<file path="src/rtl/bsalu_pkg.sv">
// Shared encodings for the bit-serial ALU sequencer: op codes, slice select codes,
// controller states and the op decode helper.
package bsalu_pkg;

    localparam logic [2:0] OP_AND = 3'b000;
    localparam logic [2:0] OP_OR  = 3'b001;
    localparam logic [2:0] OP_ADD = 3'b010;
    localparam logic [2:0] OP_SUB = 3'b110;
    localparam logic [2:0] OP_SLT = 3'b111;

    localparam logic [1:0] SEL_AND  = 2'b00;
    localparam logic [1:0] SEL_OR   = 2'b01;
    localparam logic [1:0] SEL_ADD  = 2'b10;
    localparam logic [1:0] SEL_LESS = 2'b11;

    typedef enum logic [1:0] {
        StIdle,
        StRun,
        StFix,
        StDone
    } bsalu_state_e;

    typedef struct packed {
        logic [1:0] sel;
        logic       binvert;
        logic       arith;
        logic       slt;
    } bsalu_ctl_t;

    // Unlisted op codes fall back to ADD.
    function automatic bsalu_ctl_t bsalu_decode(input logic [2:0] op);
        bsalu_ctl_t ctl;
        case (op)
            OP_AND:  ctl = '{sel: SEL_AND,  binvert: 1'b0, arith: 1'b0, slt: 1'b0};
            OP_OR:   ctl = '{sel: SEL_OR,   binvert: 1'b0, arith: 1'b0, slt: 1'b0};
            OP_SUB:  ctl = '{sel: SEL_ADD,  binvert: 1'b1, arith: 1'b1, slt: 1'b0};
            OP_SLT:  ctl = '{sel: SEL_LESS, binvert: 1'b1, arith: 1'b1, slt: 1'b1};
            default: ctl = '{sel: SEL_ADD,  binvert: 1'b0, arith: 1'b1, slt: 1'b0};
        endcase
        return ctl;
    endfunction

endpackage

</file>
<file path="src/rtl/alu_bit_slice.sv">
// Combinational 1-bit ALU slice: AND / OR / full-add / less, with optional B inversion.
module alu_bit_slice
    import bsalu_pkg::*;
(
    input  logic       a_i,
    input  logic       b_i,
    input  logic       cin_i,
    input  logic       binvert_i,
    input  logic       less_i,
    input  logic [1:0] sel_i,
    output logic       res_o,
    output logic       sum_o,
    output logic       cout_o
);

    logic b_eff;

    assign b_eff  = b_i ^ binvert_i;
    assign sum_o  = a_i ^ b_eff ^ cin_i;
    assign cout_o = (a_i & b_eff) | (cin_i & (a_i ^ b_eff));

    always_comb begin
        res_o = 1'b0;
        unique case (sel_i)
            SEL_AND:  res_o = a_i & b_eff;
            SEL_OR:   res_o = a_i | b_eff;
            SEL_ADD:  res_o = sum_o;
            SEL_LESS: res_o = less_i;
            default:  res_o = 1'b0;
        endcase
    end

endmodule

</file>
<file path="src/rtl/bit_serial_alu_ctrl.sv">
// Bit-serial ALU sequencer: runs WIDTH-bit ops through one alu_bit_slice, LSB first.
// Optional BSALU_OVERFLOW_EN adds a registered signed-overflow output for ADD/SUB.
module bit_serial_alu_ctrl
    import bsalu_pkg::*;
#(
    parameter int unsigned WIDTH = 32
) (
    input  logic             clk_i,
    input  logic             rst_i,
    input  logic             start_i,
    input  logic [2:0]       op_i,
    input  logic [WIDTH-1:0] a_i,
    input  logic [WIDTH-1:0] b_i,
    output logic             ready_o,
    output logic             done_o,
    output logic [WIDTH-1:0] result_o,
    output logic             zero_o,
    output logic             carry_out_o
`ifdef BSALU_OVERFLOW_EN
    ,
    output logic             overflow_o
`endif
);

    localparam int unsigned CNT_W = $clog2(WIDTH);

    bsalu_state_e     state_q;
    bsalu_ctl_t       ctl_q;
    bsalu_ctl_t       ctl_in;
    logic [WIDTH-1:0] a_q, b_q, res_q;
    logic [CNT_W-1:0] cnt_q;
    logic             carry_q;
    logic             msb_cin_q;
    logic             sign_q;
    logic             ready_q, done_q, zero_q, carry_out_q;
`ifdef BSALU_OVERFLOW_EN
    logic             ovf_q;
`endif

    logic             slice_res, slice_sum, slice_cout;
    logic [WIDTH-1:0] res_shift;
    logic             last_bit;
    logic             slt_set;

    assign ctl_in    = bsalu_decode(op_i);
    assign res_shift = {slice_res, res_q[WIDTH-1:1]};
    assign last_bit  = (cnt_q == CNT_W'(WIDTH - 1));
    // In FIX, carry_q holds the carry out of the MSB.
    assign slt_set   = sign_q ^ (msb_cin_q ^ carry_q);

    alu_bit_slice u_slice (
        .a_i       (a_q[0]),
        .b_i       (b_q[0]),
        .cin_i     (carry_q),
        .binvert_i (ctl_q.binvert),
        .less_i    (1'b0),
        .sel_i     (ctl_q.sel),
        .res_o     (slice_res),
        .sum_o     (slice_sum),
        .cout_o    (slice_cout)
    );

    always_ff @(posedge clk_i) begin
        if (rst_i) begin
            state_q     <= StIdle;
            ctl_q       <= '0;
            a_q         <= '0;
            b_q         <= '0;
            res_q       <= '0;
            cnt_q       <= '0;
            carry_q     <= 1'b0;
            msb_cin_q   <= 1'b0;
            sign_q      <= 1'b0;
            ready_q     <= 1'b1;
            done_q      <= 1'b0;
            zero_q      <= 1'b1;
            carry_out_q <= 1'b0;
`ifdef BSALU_OVERFLOW_EN
            ovf_q       <= 1'b0;
`endif
        end else begin
            done_q <= 1'b0;
            unique case (state_q)
                StIdle: begin
                    if (start_i) begin
                        a_q     <= a_i;
                        b_q     <= b_i;
                        ctl_q   <= ctl_in;
                        carry_q <= ctl_in.binvert;
                        cnt_q   <= '0;
                        ready_q <= 1'b0;
                        state_q <= StRun;
                    end
                end
                StRun: begin
                    res_q   <= res_shift;
                    a_q     <= a_q >> 1;
                    b_q     <= b_q >> 1;
                    carry_q <= slice_cout;
                    cnt_q   <= cnt_q + CNT_W'(1);
                    if (last_bit) begin
                        msb_cin_q <= carry_q;
                        sign_q    <= slice_sum;
                        if (ctl_q.slt) begin
                            state_q <= StFix;
                        end else begin
                            state_q     <= StDone;
                            done_q      <= 1'b1;
                            zero_q      <= (res_shift == '0);
                            carry_out_q <= ctl_q.arith & slice_cout;
`ifdef BSALU_OVERFLOW_EN
                            ovf_q       <= ctl_q.arith & (carry_q ^ slice_cout);
`endif
                        end
                    end
                end
                StFix: begin
                    res_q       <= {{(WIDTH-1){1'b0}}, slt_set};
                    zero_q      <= ~slt_set;
                    carry_out_q <= carry_q;
`ifdef BSALU_OVERFLOW_EN
                    ovf_q       <= 1'b0;
`endif
                    done_q      <= 1'b1;
                    state_q     <= StDone;
                end
                StDone: begin
                    ready_q <= 1'b1;
                    state_q <= StIdle;
                end
                default: state_q <= StIdle;
            endcase
        end
    end

    assign ready_o     = ready_q;
    assign done_o      = done_q;
    assign result_o    = res_q;
    assign zero_o      = zero_q;
    assign carry_out_o = carry_out_q;
`ifdef BSALU_OVERFLOW_EN
    assign overflow_o  = ovf_q;
`endif

endmodule
</file>
<file path="config.mk">
export PLATFORM = sky130hd
export DESIGN_NAME = bit_serial_alu_ctrl
export DESIGN_NICKNAME = d
export VERILOG_FILES = /design/src/rtl/bsalu_pkg.sv /design/src/rtl/alu_bit_slice.sv /design/src/rtl/bit_serial_alu_ctrl.sv
export SDC_FILE = /design/constraint.sdc
export NUM_CORES = 1
export LEC_CHECK = 0
export ABC_CLOCK_PERIOD_IN_PS = 2400
export BUFFER_PORTS_ARGS = -buffer_cell sky130_fd_sc_hd__buf_2
export CAP_MARGIN = 20
export CORE_AREA = 10 10 93 136
export DETAILED_ROUTE_END_ITERATION = 7
export DIE_AREA = 0 0 103 146
export PLACE_DENSITY = 0.79
export SYNTH_ARGS = -nofsm -noshare
export SYNTH_HDL_FRONTEND = slang
export SYNTH_HIERARCHICAL = 1
export SYNTH_SLANG_ARGS = --single-unit
export TNS_END_PERCENT = 20
</file>
<file path="constraint.sdc">
create_clock -name clk_i -period 2.4 [get_ports clk_i]
set_clock_uncertainty 0.05 [all_clocks]
set_input_delay 0.24 -clock clk_i [delete_from_list [all_inputs] [get_ports clk_i]]
set_output_delay 0.24 -clock clk_i [all_outputs]
set_load 0.01 [all_outputs]
</file>
==> parameters.txt, run 1 <==
Parameter                              Value

Logic synthesis
  Flip-flop cell with the highest count after synthesis    sky130_fd_sc_hd__dfxtp_1
  Sequential cell area fraction in the yosys report    between 40% and 50%
  Mean post-synth cell area    10.0 sq um
  Fraction of registers with async set/reset    0%
  Distinct cell type count of the synthesized netlist    42
  Gate count after technology mapping    552
  Count of flip-flops with a built-in enable after synthesis    0
  Cell taking the most area after synthesis    sky130_fd_sc_hd__dfxtp_1
  Cells taking the most area after synthesis    sky130_fd_sc_hd__dfxtp_1, sky130_fd_sc_hd__a211oi_2, sky130_fd_sc_hd__mux2i_1
  Yosys warns    6
  Post-synth net total    634
  Share of the synthesized area in the top cell type    around two fifths
  Cell with the most instances after synthesis    sky130_fd_sc_hd__dfxtp_1
  Count of state elements after synthesis    114
  Most frequent cells after synthesis    sky130_fd_sc_hd__dfxtp_1, sky130_fd_sc_hd__nor2_1, sky130_fd_sc_hd__mux2i_1, sky130_fd_sc_hd__a211oi_2, sky130_fd_sc_hd__a21oi_1
  Cell area after synthesis    0.00553 sq mm

Critical path
  Slowest library cell on the worst path    sky130_fd_sc_hd__mux4_2
  Top delay family on crit path    multiplexers
  Arrival time worst endpoint    2.62 ns
  CP max stage delay    0.50 ns
  Required time of the critical path    about 2.7 ns
  Start-to-end type of the worst setup path    reg2reg
  Maximum net fanout on the critical path    2
  Worst setup EP type    flop
  Cell-by-cell trace of the critical path    xor2_2 -> inv_2 -> fa_1 -> inv_1 -> mux4_2 -> nor4_4 -> nand4_1 -> nor3_2 -> o32a_1
  Critical path buffers and inverters    2
  Critical path launch point type    flop

Global routing
  Global-route wire length before repair    20400 microns
  Total global-route track usage    roughly 17%
  Maximum number of pins on one net before global-route repair    67
  Overflow left after global routing    0
  Via count of the first global-routing pass    4413
  Initial antenna violation count    0

Final layout
  Utilization of the core after routing    65.0%
  Fill cell instance count of the final layout    847
  Final nets    727
  Proportion of layout cells with a drive suffix above 1    33.6%
  N_diodes    0
  Syn-to-layout area delta    21.9%
  Sequential cell area    0.00228 sq mm
  Post-Layout Cell Count    between 700 and 800
  Multi-input combinational cell area    0.00298 sq mm

Placement
  Placed Cells incl. Taps    744
  Port Buf Inserts    105
  Final estimated routing congestion in global placement    0.762
  Half-perimeter wire length after detailed placement    about 8600 microns

Clock network
  Skew-Pair Late Insertion Delay    0.40 ns
  CTS clock-pin slew for the worst setup and hold paths    0.05 ns
  Root Buffer    sky130_fd_sc_hd__clkbuf_16
  Maximum level of the CTS H-tree    4
  Number of buffers added to fix hold violations after cts    0
  Clock tree from TritonCTS    yes
  CTS max path bufs    2
  Number of CTS-inserted buffers    17
  Clock sinks    about 110

Floorplan
  Chip height    146 microns
  Die Footprint    0.0150 sq mm
  Area of the core region    around 0.010 sq mm
  Number of primary I/O pins    between 100 and 150
  Effective utilization at floorplan    53.3%
  Number of standard-cell rows in the floorplan    46
  Overall die width    slightly above 100 microns

Run status
  Status    finished clean

Routing
  Total Routed Length    12100 microns
  DRC errors left    0
  Vias per std cell    5.47
  Count of TritonRoute iterations in the first routing pass    6
  Average wire length per cell after detail routing    15.6 microns
  Vias after detailed routing    4250
  DRT antenna net count    0
  Initial detailed-routing violation count    ~140

Pwr
  Leakage power summed over all cells    2.65 nW
  IR Drop Worst-Case VDD    slightly above 0.8 mV
  Power density cells    1350 mW/mm^2

STA
  Time the final worst path needs with I/O delays and setup    2.33 ns
  Worst hold margin    just under 0.03 ns
  Total setup violations reported at the end of the flow    0
  Final period util    97.0%
  Fin. Hold Viols    0
  Max frequency    429 MHz
  Number of pins with negative max-slew slack in the final report    0
  RSZ-0062 raised after global routing    true
  Tightest slew margin relative to the limit    57.8%
  Slew at the pin with the worst max-slew slack    0.633 ns

Run
  Max-cap check violation count    0

Worst hold path
  HP Class    in2reg
==> worst paths after layout <==
path	startpoint	endpoint	slack [ns]	cells after the start
worst min register to register	result_o[0]$_SDFFE_PP0P_	result_o[0]$_SDFFE_PP0P_	0.42	2
worst max register to register	b_q[0]$_SDFFE_PP0P_	zero_o$_SDFFE_PP1P_	0.07	9
worst max-delay path	b_q[0]$_SDFFE_PP0P_	zero_o$_SDFFE_PP1P_	0.07	9
worst min-delay path	a_i[31]	a_q[31]$_SDFFE_PP0P_	0.03	3
==> routing by layer <==
metal	vias to the layer above	global-route usage, %	share of wire [%]	wire length [microns]
met5	-	0	0	0
met4	0	6.15	1.9	231
met3	23	6.80	7.5	910
met2	106	27.4	50	6060
met1	1974	18.4	40	4890
li1	2147	-	-	-
==> kinds of logic (layout without fill, tap and decap cells) <==
kind of cell / after synthesis / count (layout) / synth area share (%)
AO/OA/AOI/OAI: 121 / 121 / 20.4
flip-flops: 114 / 114 / 41.3
adder cells (fa/ha/maj): 12 / 12 / 2.85
AND/OR/NAND/NOR: 180 / 180 / 17.1
multiplexers: 65 / 65 / 12.0
buffers and inverters: 56 / 161 / 5.61
XOR/XNOR: 3 / 3 / 0.725
other: 1 / 1 / 0.0679
==> cell usage in the layout, fill, tap and decap left out, types with 2 or more instances in the layout <==
cell,netlist,final
sky130_fd_sc_hd__a211oi_2,63,63
sky130_fd_sc_hd__a21oi_1,40,40
sky130_fd_sc_hd__a22oi_1,4,4
sky130_fd_sc_hd__a32oi_1,3,3
sky130_fd_sc_hd__buf_12,0,4
sky130_fd_sc_hd__buf_2,8,104
sky130_fd_sc_hd__buf_4,2,11
sky130_fd_sc_hd__bufinv_16,0,3
sky130_fd_sc_hd__clkbuf_1,18,2
sky130_fd_sc_hd__clkbuf_16,0,17
sky130_fd_sc_hd__clkbuf_8,0,2
sky130_fd_sc_hd__clkinv_2,0,4
sky130_fd_sc_hd__clkinvlp_4,0,2
sky130_fd_sc_hd__dfxtp_1,114,112
sky130_fd_sc_hd__dfxtp_2,0,2
sky130_fd_sc_hd__ha_1,11,10
sky130_fd_sc_hd__inv_1,11,10
sky130_fd_sc_hd__mux2i_1,64,64
sky130_fd_sc_hd__nand2_1,9,9
sky130_fd_sc_hd__nand2b_1,35,35
sky130_fd_sc_hd__nand3_1,5,5
sky130_fd_sc_hd__nand3b_1,34,34
sky130_fd_sc_hd__nor2_1,77,77
sky130_fd_sc_hd__nor2b_1,2,2
sky130_fd_sc_hd__nor3_1,4,3
sky130_fd_sc_hd__nor3b_1,2,2
sky130_fd_sc_hd__nor4_1,7,6
sky130_fd_sc_hd__o21ai_0,3,3
==> power breakdown <==
part / internal (mW) / total [mW] / switching [mW]
combinational: 1.68 / 3.85 / 2.18
sequential: 2.45 / 2.76 / 0.310
clock: 1.67 / 2.50 / 0.830
total: 5.80 / 9.11 / 3.32
==> metrics by stage <==
step	TNS, ns	instance area [sq um]	power, mW	setup WS, ns
5_1_grt	-0.0516	6740	9.73	-0.0516
6_report	0	6740	9.11	0.0714
4_1_cts	0	6700	9.16	0.0225
3_3_place_gp	0	6100	6.42	0.0772
3_5_place_dp	-0.0564	6100	6.62	-0.0564
2_1_floorplan	0	5530	6.09	0.162
==> sequential cells by signal, indices dropped and copies added, names as in the netlist <==
register and flops:
msb_cin_q 1, cnt_q 5, carry_out_o 1, done_o 1
result_o 32, carry_q 1, a_q 32, state_q 2
b_q 32, zero_o 1, ctl_q 4, ready_o 1
sign_q 1
==> layout make-up <==
| type | instances | area share, % |
|---|---|---|
| Multi-Input combinational cell | 382 | 44.3 |
| Sequential cell | 114 | 33.9 |
| Timing Repair Buffer | 119 | 10.1 |
| Clock buffer | 21 | 6.84 |
| Tap cell | 120 | 2.23 |
| Clock inverter | 10 | 1.99 |
| Inverter | 11 | 0.613 |
==> what timing repair did <==
action | 4_1_cts | 5_1_grt
endpoints found under the hold margin | 0 | 0
setup endpoints to repair | 1 | 1
gates resized for setup | 1 | 6
buffers inserted | 1 | 1
pin swaps | 1 | 2
==> tightest hold or removal path, delay by kind of cell <==
family	cells	cell delay, ns
buffers and inverters	1	0.08
and+or+nand+nor	1	0.07
AOI/OAI and AO/OA	1	0.05
Note: power is estimated with default switching activity, not from simulation.
==> run 2, diff against run 1 <==
--- a/config.mk
+++ b/config.mk
@@ -11,7 +11,7 @@
 export CORE_AREA = 10 10 93 136
 export DETAILED_ROUTE_END_ITERATION = 7
 export DIE_AREA = 0 0 103 146
-export PLACE_DENSITY = 0.79
+export PLACE_DENSITY = 0.8
 export SYNTH_ARGS = -nofsm -noshare
 export SYNTH_HDL_FRONTEND = slang
 export SYNTH_HIERARCHICAL = 1
==> run 2 against run 1 <==
Effect of this change: global-route usage increased by 0.22 points; clock power about the same; via count increased by 0.56%; critical path depth unchanged; final cell count decreased by 0.26%; total power decreased by 0.96%; sequential power about the same; largest power group unchanged; first-iteration DRC count increased by 36%; register-to-register slack got worse by 0.05 ns; final area decreased by 0.76%; critical endpoint unchanged; largest cell class unchanged; utilization decreased by 0.50 points; fmax decreased by 2.1%.
==> parameters.txt, run 2 (synthesis gave the netlist of run 1 again) <==
Parameter                              Value

Run status
  Status    finished clean

Routing
  Total Routed Length    around 12000 microns
  Count of TritonRoute iterations in the first routing pass    7
  Average wire length per cell after detail routing    15.9 microns
  Vias per std cell    5.51
  DRC errors left    0
  DRT antenna net count    0
  Vias after detailed routing    4274
  Initial detailed-routing violation count    around 180

Global routing
  Maximum number of pins on one net before global-route repair    73
  Via count of the first global-routing pass    4396
  Overflow left after global routing    0
  Global-route wire length before repair    20700 microns
  Total global-route track usage    16.8%
  Initial antenna violation count    1

Final layout
  Proportion of layout cells with a drive suffix above 1    33.1%
  Utilization of the core after routing    around 65%
  Most common cell after layout, fill and taps aside    sky130_fd_sc_hd__dfxtp_1
  Most used cells in the layout excluding fill and tap cells    sky130_fd_sc_hd__dfxtp_1, sky130_fd_sc_hd__buf_2, sky130_fd_sc_hd__nor2_1
  Post-Layout Cell Count    775
  Fill cell instance count of the final layout    848
  N_diodes    0
  Final nets    724
  Syn-to-layout area delta    20.9%

Critical path
  Cell-by-cell trace of the critical path    xor2_2 -> inv_2 -> fa_1 -> inv_1 -> mux4_2 -> nor4_4 -> nand4_1 -> nor3_2 -> o32a_1
  Reg2Reg Setup Slack    0.02 ns
  Start-to-end type of the worst setup path    reg2reg
  Destination of the worst register-to-register timing path    zero_o$_SDFFE_PP1P_
  Arrival time worst endpoint    2.67 ns
  R2R depth    9
  Slowest library cell on the worst path    sky130_fd_sc_hd__mux4_2
  Maximum net fanout on the critical path    2
  Worst setup EP type    flop
  CP max stage delay    approximately 0.50 ns
  Worst flop-to-flop path startpoint    b_q[0]$_SDFFE_PP0P_
  Required time of the critical path    2.69 ns
  Critical path launch point type    flop

Clock network
  Maximum level of the CTS H-tree    4
  Clock tree from TritonCTS    yes
  Root Buffer    sky130_fd_sc_hd__clkbuf_16
  Number of CTS-inserted buffers    17
  Clock sinks    roughly 110
  CTS max path bufs    2
  Post-CTS setup-driven buffer insertion count    0
  Skew-Pair Late Insertion Delay    0.41 ns
  CTS clock-pin slew for the worst setup and hold paths    0.05 ns

Floorplan
  Effective utilization at floorplan    53.3%
  Chip height    around 150 microns
  Number of primary I/O pins    106
  Overall die width    103 microns
  Number of standard-cell rows in the floorplan    46
  Die Footprint    0.0150 sq mm
  Area of the core region    slightly above 0.01 sq mm

Worst hold path
  HP Class    in2reg
  Worst hold path startpoint    b_i[31]
  Hold-critical path depth    3
  Destination of the worst hold path    b_q[31]$_SDFFE_PP0P_

STA
  RSZ-0062 raised after global routing    true
  Total setup violations reported at the end of the flow    0
  Number of pins with negative max-slew slack in the final report    0
  Max frequency    about 420 MHz
  Slew at the pin with the worst max-slew slack    0.863 ns
  Fin. Hold Viols    0
  Time the final worst path needs with I/O delays and setup    2.38 ns
  Final period util    99.1%
  Tightest slew margin relative to the limit    42.5%
  Setup ws final    0.0209 ns

Pwr
  IR Drop Worst-Case VDD    0.980 mV
  Leakage power summed over all cells    approximately 2.6 nW
  Power density cells    1350 mW/mm^2

Placement
  Port Buf Inserts    105
  Placed Cells incl. Taps    743
  Final estimated routing congestion in global placement    0.772
  Half-perimeter wire length after detailed placement    8600 microns
  Placement Setup Slack    -0.0464 ns

Run
  Max-cap check violation count    0
## run 2: changes by cell type in the layout (fill, tap and decap cells not counted), sizes merged
cell and change:
buf -3, clkinvlp +1
## run 2: metrics by stage
| stage | TNS, ns | hold slack [ns] | instance area, sq um | power [mW] |
|---|---|---|---|---|
| floorplan | 0 | 0.338 | 5530 | 6.09 |
| global placement | 0 | 0.396 | 6080 | 6.38 |
| detailed placement | -0.0464 | 0.405 | 6080 | 6.56 |
| CTS | 0 | 0.0488 | 6660 | 9.07 |
| global route | -0.0890 | 0.0622 | 6680 | 9.64 |
| finish | 0 | 0.0518 | 6680 | 9.02 |
## run 2: worst max-delay path by stage
stage | slack, ns | endpoint | start
floorplan | 0.16 | zero_o$_SDFFE_PP1P_ | b_q[0]$_SDFFE_PP0P_
global route | -0.09 | zero_o$_SDFFE_PP1P_ | b_q[0]$_SDFFE_PP0P_
finish | 0.02 | zero_o$_SDFFE_PP1P_ | b_q[0]$_SDFFE_PP0P_
global placement | 0.07 | zero_o$_SDFFE_PP1P_ | b_q[0]$_SDFFE_PP0P_
CTS | 0.02 | zero_o$_SDFFE_PP1P_ | ctl_q[2]$_SDFFE_PP0P_
detailed placement | -0.05 | zero_o$_SDFFE_PP1P_ | ctl_q[2]$_SDFFE_PP0P_
## run 2: area by class of cell
cell class                      count  area [sq um]  area share [%]
Clock buffer                       21           440            6.59
Clock inverter                     11           138            2.06
Multi-Input combinational cell    382          2980            44.6
Sequential cell                   114          2280            34.2
Tap cell                          120           150            2.25
Timing Repair Buffer              116           648            9.70
Inverter                           11          41.3           0.618
## run 2: metal layers
| layer | GRT usage [%] | vias to the layer above | wire length (microns) |
|---|---|---|---|
| met1 | 18.7 | 2013 | 5040 |
| met3 | 6.80 | 13 | 873 |
| li1 | - | 2143 | - |
| met4 | 5.73 | 0 | 180 |
| met2 | 27.9 | 105 | 6270 |
| met5 | 0 | - | 0 |
## run 2: report_power, final
| part | switching, mW | internal, mW |
|---|---|---|
| Sequential | 0.304 | 2.45 |
| Clock | 0.854 | 1.62 |
| Combinational | 2.18 | 1.62 |
## run 2: worst max-delay path, delay by kind of cell, from the launching register on
family	cells	cell delay [ns]
flops	1	0.34
compound gates	1	0.15
simple gates	3	0.51
xor+xnor	1	0.17
mux	1	0.50
fa+ha+maj	1	0.48
buf+inv	2	0.11
## run 2: what timing repair did
item,CTS,global route
pin swaps,2,1
cloned,0,0
setup endpoints to repair,1,1
hold buffers,0,0
resized for setup,2,5
==> run 3, diff against run 2 <==
--- a/config.mk
+++ b/config.mk
@@ -8,12 +8,11 @@
 export ABC_CLOCK_PERIOD_IN_PS = 2400
 export BUFFER_PORTS_ARGS = -buffer_cell sky130_fd_sc_hd__buf_2
 export CAP_MARGIN = 20
-export CORE_AREA = 10 10 93 136
+export CORE_AREA = 10 10 91 133
 export DETAILED_ROUTE_END_ITERATION = 7
-export DIE_AREA = 0 0 103 146
+export DIE_AREA = 0 0 101 143
 export PLACE_DENSITY = 0.8
 export SYNTH_ARGS = -nofsm -noshare
 export SYNTH_HDL_FRONTEND = slang
-export SYNTH_HIERARCHICAL = 1
 export SYNTH_SLANG_ARGS = --single-unit
 export TNS_END_PERCENT = 20
==> run 3 against run 2 <==
Effect of this change: non-clock buffer count unchanged; via count increased by 2.4%; global-route usage increased by 1.1 points; final cell count decreased by 0.77%; fmax increased by 17%; flip-flop and latch count unchanged; critical path depth decreased by 2; worst setup slack improved by 0.34 ns; sequential share of layout area increased by 1.2 points; synthesized cell count unchanged; largest cell class unchanged.
==> parameters.txt, run 3 <==
Parameter                              Value

Logic synthesis
  Gate count after technology mapping    552
  Mean post-synth cell area    9.43 sq um
  Cell area after synthesis    0.00520 sq mm
  Sequential cell area fraction in the yosys report    43.9%
  Most frequent cells after synthesis    sky130_fd_sc_hd__dfxtp_1, sky130_fd_sc_hd__nor2_1, sky130_fd_sc_hd__mux2i_1, sky130_fd_sc_hd__a21oi_1, sky130_fd_sc_hd__nand2b_1
  Count of state elements after synthesis    about 110
  Cell taking the most area after synthesis    sky130_fd_sc_hd__dfxtp_1
  Cells taking the most area after synthesis    sky130_fd_sc_hd__dfxtp_1, sky130_fd_sc_hd__mux2i_1, sky130_fd_sc_hd__a211oi_2
  Count of flip-flops with a built-in enable after synthesis    0
  Fraction of registers with async set/reset    0%
  Flip-flop cell with the highest count after synthesis    sky130_fd_sc_hd__dfxtp_1
  Cell with the most instances after synthesis    sky130_fd_sc_hd__dfxtp_1
  Yosys warns    0
  Share of the synthesized area in the top cell type    43.9%
  Distinct cell type count of the synthesized netlist    44
  Post-synth net total    631

Global routing
  Overflow left after global routing    0
  Global-route wire length before repair    21200 microns
  Via count of the first global-routing pass    4530
  Maximum number of pins on one net before global-route repair    66
  Total global-route track usage    between 10% and 20%
  Initial antenna violation count    1

Routing
  DRT antenna net count    0
  DRC errors left    0
  Average wire length per cell after detail routing    16.7 microns
  Vias after detailed routing    4375
  Vias per std cell    5.69
  Total Routed Length    12800 microns
  Initial detailed-routing violation count    218
  Count of TritonRoute iterations in the first routing pass    4

Clock network
  Post-CTS setup-driven buffer insertion count    0
  Number of CTS-inserted buffers    17
  CTS max path bufs    2
  Clock sinks    roughly 110
  Maximum level of the CTS H-tree    4
  CTS clock-pin slew for the worst setup and hold paths    0.05 ns
  Skew-Pair Late Insertion Delay    roughly 0.41 ns
  Clock tree from TritonCTS    yes
  Number of buffers added to fix hold violations after cts    0
  Root Buffer    sky130_fd_sc_hd__clkbuf_16
  Number of gates given a new drive strength after cts    0

STA
  Final period util    84.8%
  Number of pins with negative max-slew slack in the final report    0
  RSZ-0062 raised after global routing    false
  Tightest slew margin relative to the limit    64.5%
  Fin. Hold Viols    0
  Slew at the pin with the worst max-slew slack    approximately 0.53 ns
  Setup ws final    0.365 ns
  Time the final worst path needs with I/O delays and setup    just over 2 ns
  Final-layout setup total negative slack    0 ns
  Total setup violations reported at the end of the flow    0
  Max frequency    491 MHz

Critical path
  Start-to-end type of the worst setup path    reg2reg
  Reg2Reg Setup Slack    0.36 ns
  Required time of the critical path    2.66 ns
  CP max stage delay    0.44 ns
  Destination of the worst register-to-register timing path    b_q[16]$_SDFFE_PP0P_
  Arrival time worst endpoint    2.29 ns
  Worst setup EP type    flop
  Critical path launch point type    flop
  R2R depth    7
  Cell-by-cell trace of the critical path    inv_1 -> ha_1 -> and2b_4 -> nor2_4 -> buf_12 -> nor2_1 -> a211oi_1
  Maximum net fanout on the critical path    59
  Worst flop-to-flop path startpoint    state_q[0]$_SDFFE_PP0P_
  Slowest library cell on the worst path    sky130_fd_sc_hd__dfxtp_1

Floorplan
  Overall die width    101 microns
  Number of standard-cell rows in the floorplan    44
  Area of the core region    0.00963 sq mm
  Number of primary I/O pins    106
  Effective utilization at floorplan    54.0%
  Die Footprint    roughly 0.014 sq mm
  Chip height    143 microns

Final layout
  Post-Layout Cell Count    769
  Cell area after layout    0.00645 sq mm
  Most common cell after layout, fill and taps aside    sky130_fd_sc_hd__dfxtp_1
  N_diodes    0
  Utilization of the core after routing    67.0%
  Fill cell instance count of the final layout    749
  Most used cells in the layout excluding fill and tap cells    sky130_fd_sc_hd__dfxtp_1, sky130_fd_sc_hd__buf_2, sky130_fd_sc_hd__nor2_1
  Proportion of layout cells with a drive suffix above 1    28.0%
  Final nets    a little over 700
  Syn-to-layout area delta    24.0%

Run status
  Status    finished clean

Placement
  Port Buf Inserts    ~110
  Placement Setup Slack    0.389 ns
  Placed instance area    0.00577 sq mm
  Half-perimeter wire length after detailed placement    8930 microns
  Placed Cells incl. Taps    738
  Final estimated routing congestion in global placement    0.791

Pwr
  Clock power share    30.9%
  Leakage power summed over all cells    2.62 nW
  Comb power frac    approximately two fifths
  Power density cells    1450 mW/mm^2
  Sequential Power Share    30.3%
  Switch share    between 30 and 40%
  IR Drop Worst-Case VDD    ~1.2 mV
  Sw Pwr    3.30 mW
  Internal cell power    6.03 mW

Worst hold path
  HP Class    in2reg
  Destination of the worst hold path    b_q[31]$_SDFFE_PP0P_
  Hold-critical path depth    3
  Worst hold path startpoint    b_i[31]

Run
  Max-cap check violation count    0
## run 3: changes by cell type after synthesis, sizes merged, moves of 4 or more
cell,delta
nand3b,-33
a21oi,+5
nor2,+4
nand3,+29
## run 3: power groups by stage
stage                     Combinational (mW)  Sequential, mW  Clock, mW
after CTS                               3.64            2.84       2.92
after floorplan                         3.08            2.77          0
after detailed placement                3.61            2.87          0
after global routing                    4.03            2.91       3.00
after global placement                  3.45            2.83          0
final                                   3.62            2.83       2.88
## run 3: layer usage
metal	routed length [microns]	vias to the layer above	global-route usage [%]
met4	281	2	7.28
li1	-	2150	-
met2	6520	108	30.3
met3	929	23	7.34
met5	13	-	0
met1	5080	2092	19.2
## run 3: worst max path at each step
stage                                        from              endpoint  depth (start not counted)
after floorplan             ctl_q[2]$_SDFFE_PP0P_   zero_o$_SDFFE_PP1P_                          6
after global placement      ctl_q[2]$_SDFFE_PP0P_   zero_o$_SDFFE_PP1P_                          6
after detailed placement  state_q[0]$_SDFFE_PP0P_  b_q[21]$_SDFFE_PP0P_                          7
after CTS                 state_q[0]$_SDFFE_PP0P_  b_q[16]$_SDFFE_PP0P_                          7
after global routing      state_q[0]$_SDFFE_PP0P_  b_q[16]$_SDFFE_PP0P_                          7
final                     state_q[0]$_SDFFE_PP0P_  b_q[16]$_SDFFE_PP0P_                          7
## run 3: critical path: cells and delay by family (launching register included)
family | cells | cell delay, ns
AO/OA/AOI/OAI | 1 | 0.26
AND/OR/NAND/NOR | 3 | 0.49
adder cells (fa/ha/maj) | 1 | 0.30
flip-flops | 1 | 0.44
buffers and inverters | 2 | 0.37
## run 3: kinds of logic after synthesis
kind of cell,count (synthesis),share of synthesized area [%]
xor+xnor,3,0.769
mux,63,12.1
compound gates,127,19.0
buf+inv,53,4.93
fa+ha+maj,9,2.31
flops,114,43.9
simple gates,183,17.0
## run 3: final cells by class
class	count	area (sq um)	area share, %
Timing Repair Buffer	116	636	9.85
Clock inverter	10	203	3.14
Sequential cell	114	2280	35.4
Clock buffer	21	480	7.45
Multi-Input combinational cell	385	2680	41.5
Inverter	8	30.0	0.465
Tap cell	115	144	2.23
## run 3: stage by stage
step           hold WS [ns]  power (mW)
2_1_floorplan         0.338        5.85
3_3_place_gp          0.394        6.27
5_1_grt              0.0402        9.93
3_5_place_dp          0.419        6.47
6_report             0.0237        9.33
4_1_cts             0.00933        9.39
